**src/rtl/cpu_types_pkg.sv**
```systemverilog
// cpu_types_pkg: shared CPU types plus the hazard unit's state enum,
// control bundle and instruction-field helpers.
package cpu_types_pkg;

    localparam int WORD_W = 32;
    localparam int REG_W  = 5;

    typedef logic [WORD_W-1:0] word_t;
    typedef logic [REG_W-1:0]  regbits_t;

    // Primary opcodes of the MIPS subset this datapath executes.
    typedef enum logic [5:0] {
        RTYPE = 6'h00,
        J     = 6'h02,
        JAL   = 6'h03,
        BEQ   = 6'h04,
        BNE   = 6'h05,
        ADDI  = 6'h08,
        ADDIU = 6'h09,
        SLTI  = 6'h0A,
        SLTIU = 6'h0B,
        ANDI  = 6'h0C,
        ORI   = 6'h0D,
        XORI  = 6'h0E,
        LUI   = 6'h0F,
        LW    = 6'h23,
        SW    = 6'h2B
    } opcode_t;

    typedef enum logic [1:0] {
        RUN   = 2'd0,
        DWAIT = 2'd1,
        HALT  = 2'd2
    } hazard_state_t;

    // Per-cycle pipeline controls; bit order is PC first, then the stages.
    typedef struct packed {
        logic pc_en;
        logic ifid_en;
        logic idex_en;
        logic exmem_en;
        logic memwb_en;
        logic ifid_flush;
        logic idex_flush;
        logic exmem_flush;
    } hazard_ctrl_t;

    localparam hazard_ctrl_t CTRL_FREEZE = '0;
    localparam hazard_ctrl_t CTRL_ADVANCE = '{pc_en: 1'b1, ifid_en: 1'b1, idex_en: 1'b1,
                                              exmem_en: 1'b1, memwb_en: 1'b1,
                                              ifid_flush: 1'b0, idex_flush: 1'b0,
                                              exmem_flush: 1'b0};

    function automatic regbits_t instr_rs(input word_t instr);
        return instr[25:21];
    endfunction

    function automatic regbits_t instr_rt(input word_t instr);
        return instr[20:16];
    endfunction

    // True when the instruction reads rt as a source operand (not a destination).
    function automatic logic uses_rt(input word_t instr);
        opcode_t op;
        logic    result;
        op = opcode_t'(instr[31:26]);
        case (op)
            RTYPE, BEQ, BNE, SW: result = 1'b1;
            default:             result = 1'b0;
        endcase
        return result;
    endfunction

endpackage

```
**src/rtl/hazard_stats.sv**
```systemverilog
// hazard_stats: three free-running wrap-around event counters
// (load-use stalls, redirect flushes, DWAIT cycles) that hold still in HALT.
module hazard_stats
    import cpu_types_pkg::*;
(
    input  logic  CLK,
    input  logic  nRST,
    input  logic  lu_stall,
    input  logic  flush,
    input  logic  in_dwait,
    input  logic  frozen,
    output word_t lu_stall_cnt,
    output word_t flush_cnt,
    output word_t dwait_cnt
);

    logic [2:0] inc;

    assign inc = {in_dwait, flush, lu_stall};

    generate
        for (genvar gi = 0; gi < 3; gi++) begin : g_cnt
            word_t cnt_reg;

            // Count qualifying cycles; the adder wraps naturally at 2^32.
            always_ff @(posedge CLK) begin
                if (!nRST) begin
                    cnt_reg <= '0;
                end else if (!frozen && inc[gi]) begin
                    cnt_reg <= cnt_reg + 32'd1;
                end
            end
        end
    endgenerate

    assign lu_stall_cnt = g_cnt[0].cnt_reg;
    assign flush_cnt    = g_cnt[1].cnt_reg;
    assign dwait_cnt    = g_cnt[2].cnt_reg;

endmodule

```
**src/rtl/hazard_unit.sv**
```systemverilog
// hazard_unit: stall/flush/enable control for the five-stage pipeline.
// Handles load-use bubbles, MEM-resolved redirects, data-memory waits and
// halt. Optional event counters are built when HAZARD_STATS_EN is defined.
module hazard_unit
    import cpu_types_pkg::*;
(
    input  logic     CLK,
    input  logic     nRST,
    input  logic     ihit,
    input  logic     dhit,
    input  word_t    ifid_instr,
    input  logic     idex_dREN,
    input  regbits_t idex_rt,
    input  logic     exmem_dREN,
    input  logic     exmem_dWEN,
    input  logic     exmem_pcsrc,
    input  logic     memwb_halt,
    output logic     pc_en,
    output logic     ifid_en,
    output logic     idex_en,
    output logic     exmem_en,
    output logic     memwb_en,
    output logic     ifid_flush,
    output logic     idex_flush,
    output logic     exmem_flush,
    output logic     dwait,
    output logic     halt
`ifdef HAZARD_STATS_EN
    ,
    output word_t    lu_stall_cnt,
    output word_t    flush_cnt,
    output word_t    dwait_cnt
`endif
);

    hazard_state_t state_reg;
    hazard_state_t state_next;
    logic          ihit_held_reg;
    logic          ihit_eff;
    logic          memreq;
    logic          load_use;
    logic          rule_flush;
    logic          rule_lu;
    hazard_ctrl_t  ctrl;

    // Only opcode, rs and rt take part in hazard detection.
    logic unused_instr_low;
    assign unused_instr_low = ^ifid_instr[15:0];

    assign ihit_eff = ihit | ihit_held_reg;
    assign memreq   = exmem_dREN | exmem_dWEN;

    // A load into $0 never creates a real dependence.
    assign load_use = idex_dREN && (idex_rt != '0) &&
                      ((idex_rt == instr_rs(ifid_instr)) ||
                       (uses_rt(ifid_instr) && (idex_rt == instr_rt(ifid_instr))));

    // Priority-resolved controls and next state; HALT and reset freeze everything.
    always_comb begin
        ctrl       = CTRL_FREEZE;
        state_next = state_reg;
        rule_flush = 1'b0;
        rule_lu    = 1'b0;
        if (!nRST) begin
            state_next = RUN;
        end else begin
            case (state_reg)
                RUN, DWAIT: begin
                    if (memwb_halt) begin
                        state_next = HALT;
                    end else if (memreq && !dhit) begin
                        state_next = DWAIT;
                    end else begin
                        state_next = RUN;
                        if (exmem_pcsrc) begin
                            // Redirect does not need a fetch; younger stages are squashed.
                            ctrl             = CTRL_ADVANCE;
                            ctrl.ifid_flush  = 1'b1;
                            ctrl.idex_flush  = 1'b1;
                            ctrl.exmem_flush = 1'b1;
                            rule_flush       = 1'b1;
                        end else if (load_use) begin
                            ctrl            = CTRL_ADVANCE;
                            ctrl.pc_en      = 1'b0;
                            ctrl.ifid_en    = 1'b0;
                            ctrl.idex_flush = 1'b1;
                            rule_lu         = 1'b1;
                        end else if (!ihit_eff) begin
                            ctrl            = CTRL_ADVANCE;
                            ctrl.pc_en      = 1'b0;
                            ctrl.ifid_flush = 1'b1;
                        end else begin
                            ctrl = CTRL_ADVANCE;
                        end
                    end
                end
                default: begin
                    state_next = HALT;
                end
            endcase
        end
    end

    // State register plus the fetch-complete latch kept across a data wait.
    always_ff @(posedge CLK) begin
        if (!nRST) begin
            state_reg     <= RUN;
            ihit_held_reg <= 1'b0;
        end else begin
            state_reg <= state_next;
            if (ctrl.pc_en || ctrl.ifid_flush) begin
                ihit_held_reg <= 1'b0;
            end else if ((state_reg == DWAIT) && ihit) begin
                ihit_held_reg <= 1'b1;
            end
        end
    end

    assign pc_en       = ctrl.pc_en;
    assign ifid_en     = ctrl.ifid_en;
    assign idex_en     = ctrl.idex_en;
    assign exmem_en    = ctrl.exmem_en;
    assign memwb_en    = ctrl.memwb_en;
    assign ifid_flush  = ctrl.ifid_flush;
    assign idex_flush  = ctrl.idex_flush;
    assign exmem_flush = ctrl.exmem_flush;

    // Status flags read as 0 for as long as reset is held.
    assign dwait = nRST && (state_reg == DWAIT);
    assign halt  = nRST && (state_reg == HALT);

`ifdef HAZARD_STATS_EN
    hazard_stats u_stats (
        .CLK          (CLK),
        .nRST         (nRST),
        .lu_stall     (rule_lu),
        .flush        (rule_flush),
        .in_dwait     (state_reg == DWAIT),
        .frozen       (state_reg == HALT),
        .lu_stall_cnt (lu_stall_cnt),
        .flush_cnt    (flush_cnt),
        .dwait_cnt    (dwait_cnt)
    );
`else
    logic unused_rule_flags;
    assign unused_rule_flags = rule_flush ^ rule_lu;
`endif

endmodule

```
**config.mk**
```make
export PLATFORM = sky130hd
export DESIGN_NAME = hazard_unit
export DESIGN_NICKNAME = d
export VERILOG_FILES = /design/src/rtl/cpu_types_pkg.sv /design/src/rtl/hazard_stats.sv /design/src/rtl/hazard_unit.sv
export SDC_FILE = /design/constraint.sdc
export NUM_CORES = 1
export LEC_CHECK = 0
export CAP_MARGIN = 5
export CORE_MARGIN = 10
export CORE_UTILIZATION = 25
export DETAILED_ROUTE_END_ITERATION = 10
export PLACE_DENSITY = 0.88
export SLEW_MARGIN = 10
export SYNTH_ARGS = -nofsm -noshare
export SYNTH_HDL_FRONTEND = slang
export SYNTH_SLANG_ARGS = --single-unit
```
**constraint.sdc**
```tcl
create_clock -name CLK -period 2.05 [get_ports CLK]
set_input_delay 0.41 -clock CLK [delete_from_list [all_inputs] [get_ports CLK]]
set_output_delay 0.41 -clock CLK [all_outputs]
set_load 0.01 [all_outputs]
```
# Word level (Yosys, flattened, before mapping)
# Cells that the tools add are included.
# word_totals
register_bits	3
word_cells	42
output_inout_bits	10
inputBits	46
# op_classes
bitwise_logic	4
n_reduce_logical	17
mux	11
eq_ne	7
# op_table
operator	count
$mux 8	7
$eq 6x3->1 const B	2
$eq 5x5->1	2
$logic_and 1x1->1	7
$eq 6x6->1 const B	1
$logic_not 6->1	1
$reduce_bool 5->1	1
$mux 2	2
$reduce_or 2->1	2
$reduce_or 4->1	1
$reduce_or 3->1	1
$eq 2x1->1 const B	1
$eq 2x2->1 const B	1
$logic_not 2->1	1
$logic_or 1x1->1	2
$mux 1	2
$not 1->1	2
$or 1x1->1	2
$logic_not 1->1	1

# Longest topological paths before layout
# Gate-level depths: netlist of the first run.
# depth
word_depth	14
mapped_depth	4
depth_no_buf	4

# Worst setup path before layout of the first run
# Ideal clock, no wire load.
# synth_path
path_type	input -> output
startpoint	in memwb_halt
endpoint	out ifid_flush
setup_slack_ps	-37
arrival_ps	1677
cell_stages	4
t_required_ps	1640
n_path_buf	0
path_cell_list	or3b_4 nor2_1 o211ai_1 o21ai_0
# synth_via
elab_chain_len	3
# synth_rtl
item	line_no	text
start, declared	hazard_unit.sv:17	input logic memwb_halt,
$mux 8	hazard_unit.sv:69	if (memwb_halt) begin
$mux 8	hazard_unit.sv:67	case (state_reg)
$mux 8	hazard_unit.sv:64	if (!nRST) begin
end, declared	hazard_unit.sv:23	output logic ifid_flush,
# Every way passes these cells.

# Final worst setup path of the first run
# layout_path
startpoint	in ifid_instr[31]
endpoint	out idex_flush
# layout_via
elab_chain_len	12
# layout_rtl
item	line_no	text
start, declared	hazard_unit.sv:11	input word_t ifid_instr,
$eq 6x3->1 (tied with other cells)	cpu_types_pkg.sv:67	case (op)
$reduce_or 4->1 *	cpu_types_pkg.sv:67	
$mux 1 *	cpu_types_pkg.sv:67	
$logic_and 1x1->1 *	hazard_unit.sv:56	(uses_rt(ifid_instr) && (idex_rt == instr_rt(ifid_instr))));
$logic_or 1x1->1 *	hazard_unit.sv:55	((idex_rt == instr_rs(ifid_instr)) ||
$logic_and 1x1->1 *	hazard_unit.sv:54	assign load_use = idex_dREN && (idex_rt != '0) &&
$mux 8 *	hazard_unit.sv:82	end else if (load_use) begin
$mux 8 *	hazard_unit.sv:75	if (exmem_pcsrc) begin
$mux 8 *	hazard_unit.sv:71	end else if (memreq && !dhit) begin
$mux 8 *	hazard_unit.sv:69	
$mux 8 *	hazard_unit.sv:67	
$mux 8 *	hazard_unit.sv:64	
end, declared	hazard_unit.sv:24	output logic idex_flush,
# Mark *: on every way between the ends. The rest lies on a longest branch, timed or not.

==> out/qor.yml, run 1 <==
sta:
  timing.max_slew.rel_slack_pct: 74.30
  rsz0062_at_grt: "true"
  report.final.slew_viol_count: 0
  report.final.setup_viol: 4
  layout_setup_ws_ns: -0.2125
  worstMarginPinSlew_ns: 0.3855
  post_route_fraction_of_the_period_consumed_by_the_critical_path_pct: 110.4
  max_freq_mhz: 442.0
  finalHoldViolCount: 0
  finClkSkew_ns: 0.005275
  post-route-min-period_ns: 2.262
detailed_routing:
  wl_per_cell_um: 14.33
  met2WireLength_mm: 1.236
  first_iter_violations: 6
  highest-signal-layer: "met4"
  drt_drc_violations_left: 0
  drt-total-wl_mm: 2.078
  route.detailed.vias_per_inst: 4.428
  detailroute.via_count: 642
  wl_met1_um: 681
  ant_nets: 0
  firstDrtPassIters: 3
  detailroute.wirelength.met3_um: 143
flow_run:
  max-cap-violations: 0
min_path:
  worst_hold_path.num_cells: 2
  worst_hold_path_type: "input port to flip-flop"
synth:
  synth_compound_gate_area_share_pct: 34.84
  synthCells: 56
  synth_area_per_cell_um2: 7.887
  seq_area_frac_synth_pct: 13.60
  synth_area_in_simple_gates_pct: 27.48
  synthFlopType: "sky130_fd_sc_hd__dfxtp_1"
  main_combinational_cell_family_by_area_after_synthesis: "compound AO/OA/AOI/OAI gates"
  yosys.area_share.adder_pct: 0
  synthArstFlopShare_pct: 0
  synth_xor_xnor_area_share_pct: 19.83
  syn-num-nets: 102
  synth.mux.area_fraction_pct: 0
  synth_enable_flop_cells: 0
  synth_cell_types: 29
  synthesis.area_um2: 441.7
  synth_seq_cells: 3
  synth.yosys.warnings: 0
final_layout:
  design.final.nets: 167
  syn2layout_area_growth_pct: 146.2
  layout.area.seq_um2: 60.06
  multi_input_area_um2: 429.2
  final_cell_area_um2: 1087
  antennaDiodeCount: 0
  layoutNonFillerInstCount: 145
  fillers: 138
  largest_reg_flops: 2
  drive_gt1_share_pct: 48.33
worst_setup_path:
  slowest_stage_delay_cp_ns: 0.53
  timing.critical_path.buf_inv: 3
  critical_path.max_fanout: 4
  crit_arrival_ns: 1.85
  setup.worst_path.start_class: "input port"
  data_required_time_at_the_worst_endpoint_ns: 1.64
  crit_path_top_delay_cell: "sky130_fd_sc_hd__or4_4"
  crit_type: "input port to primary output"
  crit_path_cell_trace: "buf_6, or4_4, a2111oi_4, buf_4, o21a_1, buf_2"
  worst_r2r_path_depth: 6
  cp_top_family: "simple AND/OR/NAND/NOR gates"
  endpoint_kind: "primary output"
  timing.critical_path.depth: 6
global_routing:
  grt_max_degree: 6
  grt_pass1_vias: 680
  global_route.overflow_total: 0
  antenna_found_initial: 0
  grt_first_pass_wirelength_mm: 3.236
  globalRouteTotalUtil_pct: 11.60
placement:
  dpl_worst_slack_ns: -0.9251
  placed_cell_area_um2: 948.4
  finalWeightedCongestion: 0.8424
  port_buffers: 39
  detailedPlacementHpwl_mm: 1.529
  placed_cells: 131
die:
  io_pins: 56
  core_outline_area_um2: 1708
  core.rowCount: 15
  initial_utilization_pct: 25.86
  die_ar_um2: 3848
  die_w_um: 62.03
  die_height_um: 62.03
clocking:
  tritoncts_num_sinks: 3
  ctsHoldBuffers: 0
  tritoncts_clock_tree: "yes"
  worst_path_clk_slew_ns: 0.04
  cts_max_path_buffers: 2
  cts_inserted_buffers: 3
  h-tree-depth: 1
  clk-insertion-delay-late_ns: 0.25
  cts_root_buf: "sky130_fd_sc_hd__clkbuf_4"
pwr:
  worst_ir_drop_vdd_mv: 0.4447
  p_leak_uw: 0.0004937
  p_per_area_nw_per_um2: 322.5
run_status:
  run_status: "complete, but fails checks"
  failed_checks: "setup timing"
==> synth_stat cells (all sizes together), types with 2 or more instances <==
master / count / area, um2
buf: 2 / 15.01
nor3: 2 / 10.01
nand4: 2 / 12.51
o21a: 2 / 15.01
dfxtp: 3 / 60.06
nor2: 5 / 18.77
o211ai: 2 / 15.01
a31oi: 2 / 12.51
nand2: 2 / 7.510
xnor2: 9 / 78.83
o21ai: 8 / 43.79
or4: 2 / 18.77
==> where the power goes <==
group,total [uW],internal (uW),switching (uW)
Clock,113,73.5,39.8
Sequential,62.4,61.1,1.32
Combinational,175,106,69.3
==> worst reg2reg max path, cell delays in order, from the launching register on <==
cell and delay, ns:
sky130_fd_sc_hd__dfxtp_1 0.30, sky130_fd_sc_hd__or3b_4 0.40, sky130_fd_sc_hd__buf_6 0.14, sky130_fd_sc_hd__buf_4 0.12
sky130_fd_sc_hd__o22ai_1 0.14, sky130_fd_sc_hd__o41ai_1 0.09, sky130_fd_sc_hd__a21o_1 0.15
==> final timing paths <==
kind / from / endpoint / slack, ns
worst min register to register: state_reg[1] / state_reg[1] / 0.57
worst max-delay path: ifid_instr[31] / idex_flush / -0.21
worst min-delay path: dhit / state_reg[0] / 0.40
worst max register to register: state_reg[1] / ihit_held_reg / 0.60
==> per-stage QoR <==
step	power (uW)	utilization (%)	hold slack [ns]	TNS (ns)
6_report	350.6	63.66	0.4046	-0.7878
4_1_cts	348.5	61.90	0.5314	-0.5084
5_1_grt	375.0	63.66	0.4201	-1.021
2_1_floorplan	118.9	-	0.4802	0
3_5_place_dp	226.2	55.53	0.5614	-6.118
3_3_place_gp	222.0	55.53	0.5480	-5.777
==> logic make-up after synthesis <==
group / after synthesis
xor gates and xnor gates: 10
buffers and inverters: 3
and+or+nand+nor: 20
AOI/OAI and AO/OA: 20
DFF: 3
==> routing by layer <==
layer  GRT usage [%]  vias to the layer above
li1                -                      337
met1           10.24                      286
met2           23.10                       17
met3           4.878                        2
met4           3.185                        0
met5               0                        -
==> cell type report <==
type | count | share of cell area, %
clock buffers | 4 | 2.417
multi-input cells | 50 | 39.47
inverters | 1 | 0.3452
well taps | 25 | 2.877
flip-flops and latches | 3 | 5.524
repair buffers | 62 | 49.37
==> repair_timing <==
action                     in CTS  in global routing
pin swaps                      16                  5
setup buffers                   8                  2
setup endpoints to repair      10                  8
gates resized for setup        88                  9
==> cells in the final DEF, fill, tap and decap left out, types with 2 or more instances in the layout <==
master	n
sky130_fd_sc_hd__xnor2_1	9
sky130_fd_sc_hd__o21ai_2	3
sky130_fd_sc_hd__dlygate4sd2_1	6
sky130_fd_sc_hd__clkdlybuf4s15_2	4
sky130_fd_sc_hd__dfxtp_1	3
sky130_fd_sc_hd__nand2_1	2
sky130_fd_sc_hd__o21a_1	2
sky130_fd_sc_hd__a31oi_1	2
sky130_fd_sc_hd__clkbuf_4	3
sky130_fd_sc_hd__buf_6	7
sky130_fd_sc_hd__nor2_1	4
sky130_fd_sc_hd__buf_4	19
sky130_fd_sc_hd__nand4_1	2
sky130_fd_sc_hd__dlymetal6s2s_1	3
sky130_fd_sc_hd__buf_2	9
sky130_fd_sc_hd__or4_4	2
sky130_fd_sc_hd__o21ai_0	4
sky130_fd_sc_hd__clkdlybuf4s50_1	12
sky130_fd_sc_hd__o211ai_1	2
No activity file was read; power rests on OpenSTA's default activity.
==> inputs of run 2 (changes only) <==
--- a/config.mk
+++ b/config.mk
@@ -8,6 +8,7 @@
 export CAP_MARGIN = 5
 export CORE_MARGIN = 10
 export CORE_UTILIZATION = 25
+export CTS_CLUSTER_DIAMETER = 100
 export DETAILED_ROUTE_END_ITERATION = 10
 export PLACE_DENSITY = 0.88
 export SLEW_MARGIN = 10
==> results of run 2 <==
The final DEF is identical to that of run 1; final timing and power are the same.
==> inputs of run 3 (changes only) <==
==> constraint.sdc (replaced) <==
create_clock -name CLK -period 2.05 [get_ports CLK]
set_input_delay 0.41 -clock CLK [delete_from_list [all_inputs] [get_ports CLK]]
set_output_delay 0.41 -clock CLK [all_outputs]
set_load 0.005 [all_outputs]
==> out/qor.yml, run 3 (same netlist as run 1, synthesis figures left out) <==
final_layout:
  design.final.nets: 173  # +3.6%
  antennaDiodeCount: 0  # unchanged
  most-common-layout-cells: "26 x sky130_fd_sc_hd__buf_4, 12 x sky130_fd_sc_hd__dlygate4sd2_1, 12 x sky130_fd_sc_hd__clkdlybuf4s50_1"
  largest_reg_flops: 2  # unchanged
  syn2layout_area_growth_pct: 153.5
  layout.area.seq_um2: 60.06  # unchanged
  fillers: 130  # -5.8%
  layout_commonest_cell: "sky130_fd_sc_hd__buf_4"
  final_cell_area_um2: 1120  # +3.0%
  drive_gt1_share_pct: 50.00  # +1.7 points
  post-route-util_pct: 65.57  # +1.9 points
  multi_input_area_um2: 444.2  # +3.5%
global_routing:
  grt_pass1_vias: 779  # +15%
  globalRouteTotalUtil_pct: 12.65  # +1.1 points
  grt_max_degree: 7  # +1
  grt_first_pass_wirelength_mm: 3.574  # +10%
  antenna_found_initial: 0  # unchanged
  global_route.overflow_total: 0  # unchanged
clocking:
  worst_path_clk_slew_ns: 0.04  # about the same
  ctsHoldBuffers: 0  # unchanged
  cts_root_buf: "sky130_fd_sc_hd__clkbuf_4"
  cts_max_path_buffers: 2  # unchanged
  tritoncts_num_sinks: 3  # unchanged
  cts_inserted_buffers: 3  # unchanged
  tritoncts_clock_tree: "yes"
  clk-insertion-delay-late_ns: 0.23  # -0.02 ns
  h-tree-depth: 1  # unchanged
placement:
  finalWeightedCongestion: 0.8394  # -0.36%
  port_buffers: 39  # unchanged
  detailedPlacementHpwl_mm: 1.598  # +4.5%
  placed_cell_area_um2: 953.4  # +0.53%
die:
  core_outline_area_um2: 1708  # unchanged
  io_pins: 56  # unchanged
  die_ar_um2: 3848  # unchanged
  initial_utilization_pct: 25.86  # unchanged
  core.rowCount: 15  # unchanged
  die_height_um: 62.03  # unchanged
  die_w_um: 62.03  # unchanged
detailed_routing:
  route.detailed.vias_per_inst: 4.901  # +11%
  drt_drc_violations_left: 0  # unchanged
  drt-total-wl_mm: 2.497  # +20%
  wl_per_cell_um: 16.54  # +15%
  detailroute.via_count: 740  # +15%
  firstDrtPassIters: 4  # +1
  first_iter_violations: 12  # +6
  ant_nets: 0  # unchanged
worst_setup_path:
  crit_type: "input port to primary output"
  worst_r2r_path_depth: 6  # unchanged
  critical_path.max_fanout: 3  # -1
  timing.critical_path.from: "ifid_instr[18]"
  critical_path.reg2reg.endpoint: "ihit_held_reg"
  crit_arrival_ns: 1.83  # -0.02 ns
  r2r-start: "state_reg[1]"
  setup.worst_path.start_class: "input port"
  data_required_time_at_the_worst_endpoint_ns: 1.64  # about the same
  endpoint_kind: "primary output"
  timing.reg2reg.setup_slack_ns: 0.49  # -0.11 ns
pwr:
  internal_power_uw: 246.6  # +2.6%
  design_power_total_uw: 354.5  # +1.1%
  power.switching_uw: 107.9  # -2.3%
  p_leak_uw: 0.0005173  # +4.8%
  power.share.combinational_pct: 53.3  # +3.4 points
  p_per_area_nw_per_um2: 316.6  # -1.8%
  p_clk_share_pct: 29.0  # -3.3 points
  p_seq_share_pct: 17.7  # about the same
  worst_ir_drop_vdd_mv: 0.2010  # -55%
  power.switching_fraction_pct: 30.43  # -1.1 points
flow_run:
  max-cap-violations: 0  # unchanged
sta:
  max_freq_mhz: 445.7  # +0.84%
  worstMarginPinSlew_ns: 0.3567  # -0.02880 ns
  rsz0062_at_grt: "true"
  timing.max_slew.rel_slack_pct: 75.91  # +1.6 points
  layout_setup_ws_ns: -0.1937  # +0.01880 ns
  finClkSkew_ns: 0.003068  # -0.002207 ns
  finalHoldViolCount: 0  # unchanged
  post_route_fraction_of_the_period_consumed_by_the_critical_path_pct: 109.4  # -0.92 points
  report.final.slew_viol_count: 0  # unchanged
  fin_setup_tns_ns: -0.5684  # +0.2194 ns
  report.final.setup_viol: 4  # unchanged
  timing.hold.ws_ns: 0.4103  # +0.005668 ns
  post-route-min-period_ns: 2.244  # -0.01879 ns
min_path:
  worst_hold_path.num_cells: 2  # unchanged
  holdPathEnd: "state_reg[1]"
  worst_hold_path_type: "input port to flip-flop"
  min-delay-start: "memwb_halt"
run_status:
  failed_checks: "setup timing"
  run_status: "complete, but fails checks"
## run 3: worst max-delay path: stages
cell and delay (ns):
sky130_fd_sc_hd__clkdlybuf4s50_1 0.43, sky130_fd_sc_hd__xor2_1 0.18, sky130_fd_sc_hd__a2111oi_4 0.39, sky130_fd_sc_hd__buf_4 0.19, sky130_fd_sc_hd__o21a_1 0.11, sky130_fd_sc_hd__buf_2 0.11
## run 3: final cells by class
class	instances	share of cell area [%]
clock buffers	4	2.346
inverters	1	0.3352
multi-input cells	50	39.66
flip-flops and latches	3	5.363
well taps	25	2.793
repair buffers	68	49.50
## run 3: power groups by stage
stage | Sequential [uW] | Combinational, uW | Clock [uW]
after floorplan | 63.5 | 51.1 | 0
after detailed placement | 63.4 | 161 | 0
final | 62.8 | 189 | 103
after global placement | 63.1 | 156 | 0
after global routing | 62.8 | 200 | 115
after CTS | 62.5 | 171 | 108
## run 3: layer usage
| layer | vias up | track usage (%) | routed length, um |
|---|---|---|---|
| met5 | - | 0 | 0 |
| met4 | 0 | 7.325 | 97 |
| met3 | 12 | 4.675 | 176 |
| met2 | 32 | 24.12 | 1413 |
| met1 | 344 | 11.01 | 809 |
| li1 | 352 | - | - |
## run 3: stage by stage
step,std cells,setup slack (ns)
2_1_floorplan,56,0.09239
3_3_place_gp,132,-0.8497
3_5_place_dp,132,-0.8878
4_1_cts,151,-0.1538
5_1_grt,151,-0.2262
6_report,151,-0.1937
## run 3: worst max path at each step
stage / endpoint / slack (ns) / cells after the start
finish: idex_flush / -0.19 / 6
global route: idex_flush / -0.23 / 6
CTS: idex_flush / -0.15 / 6
detailed placement: idex_flush / -0.89 / 5
global placement: idex_flush / -0.85 / 5
floorplan: idex_flush / 0.09 / 4
## run 3: repair_timing
action | in CTS | in global routing
gates resized for setup | 82 | 14
endpoints found under the setup margin | 10 | 8
setup buffers | 15 | 1
pin swaps | 18 | 7
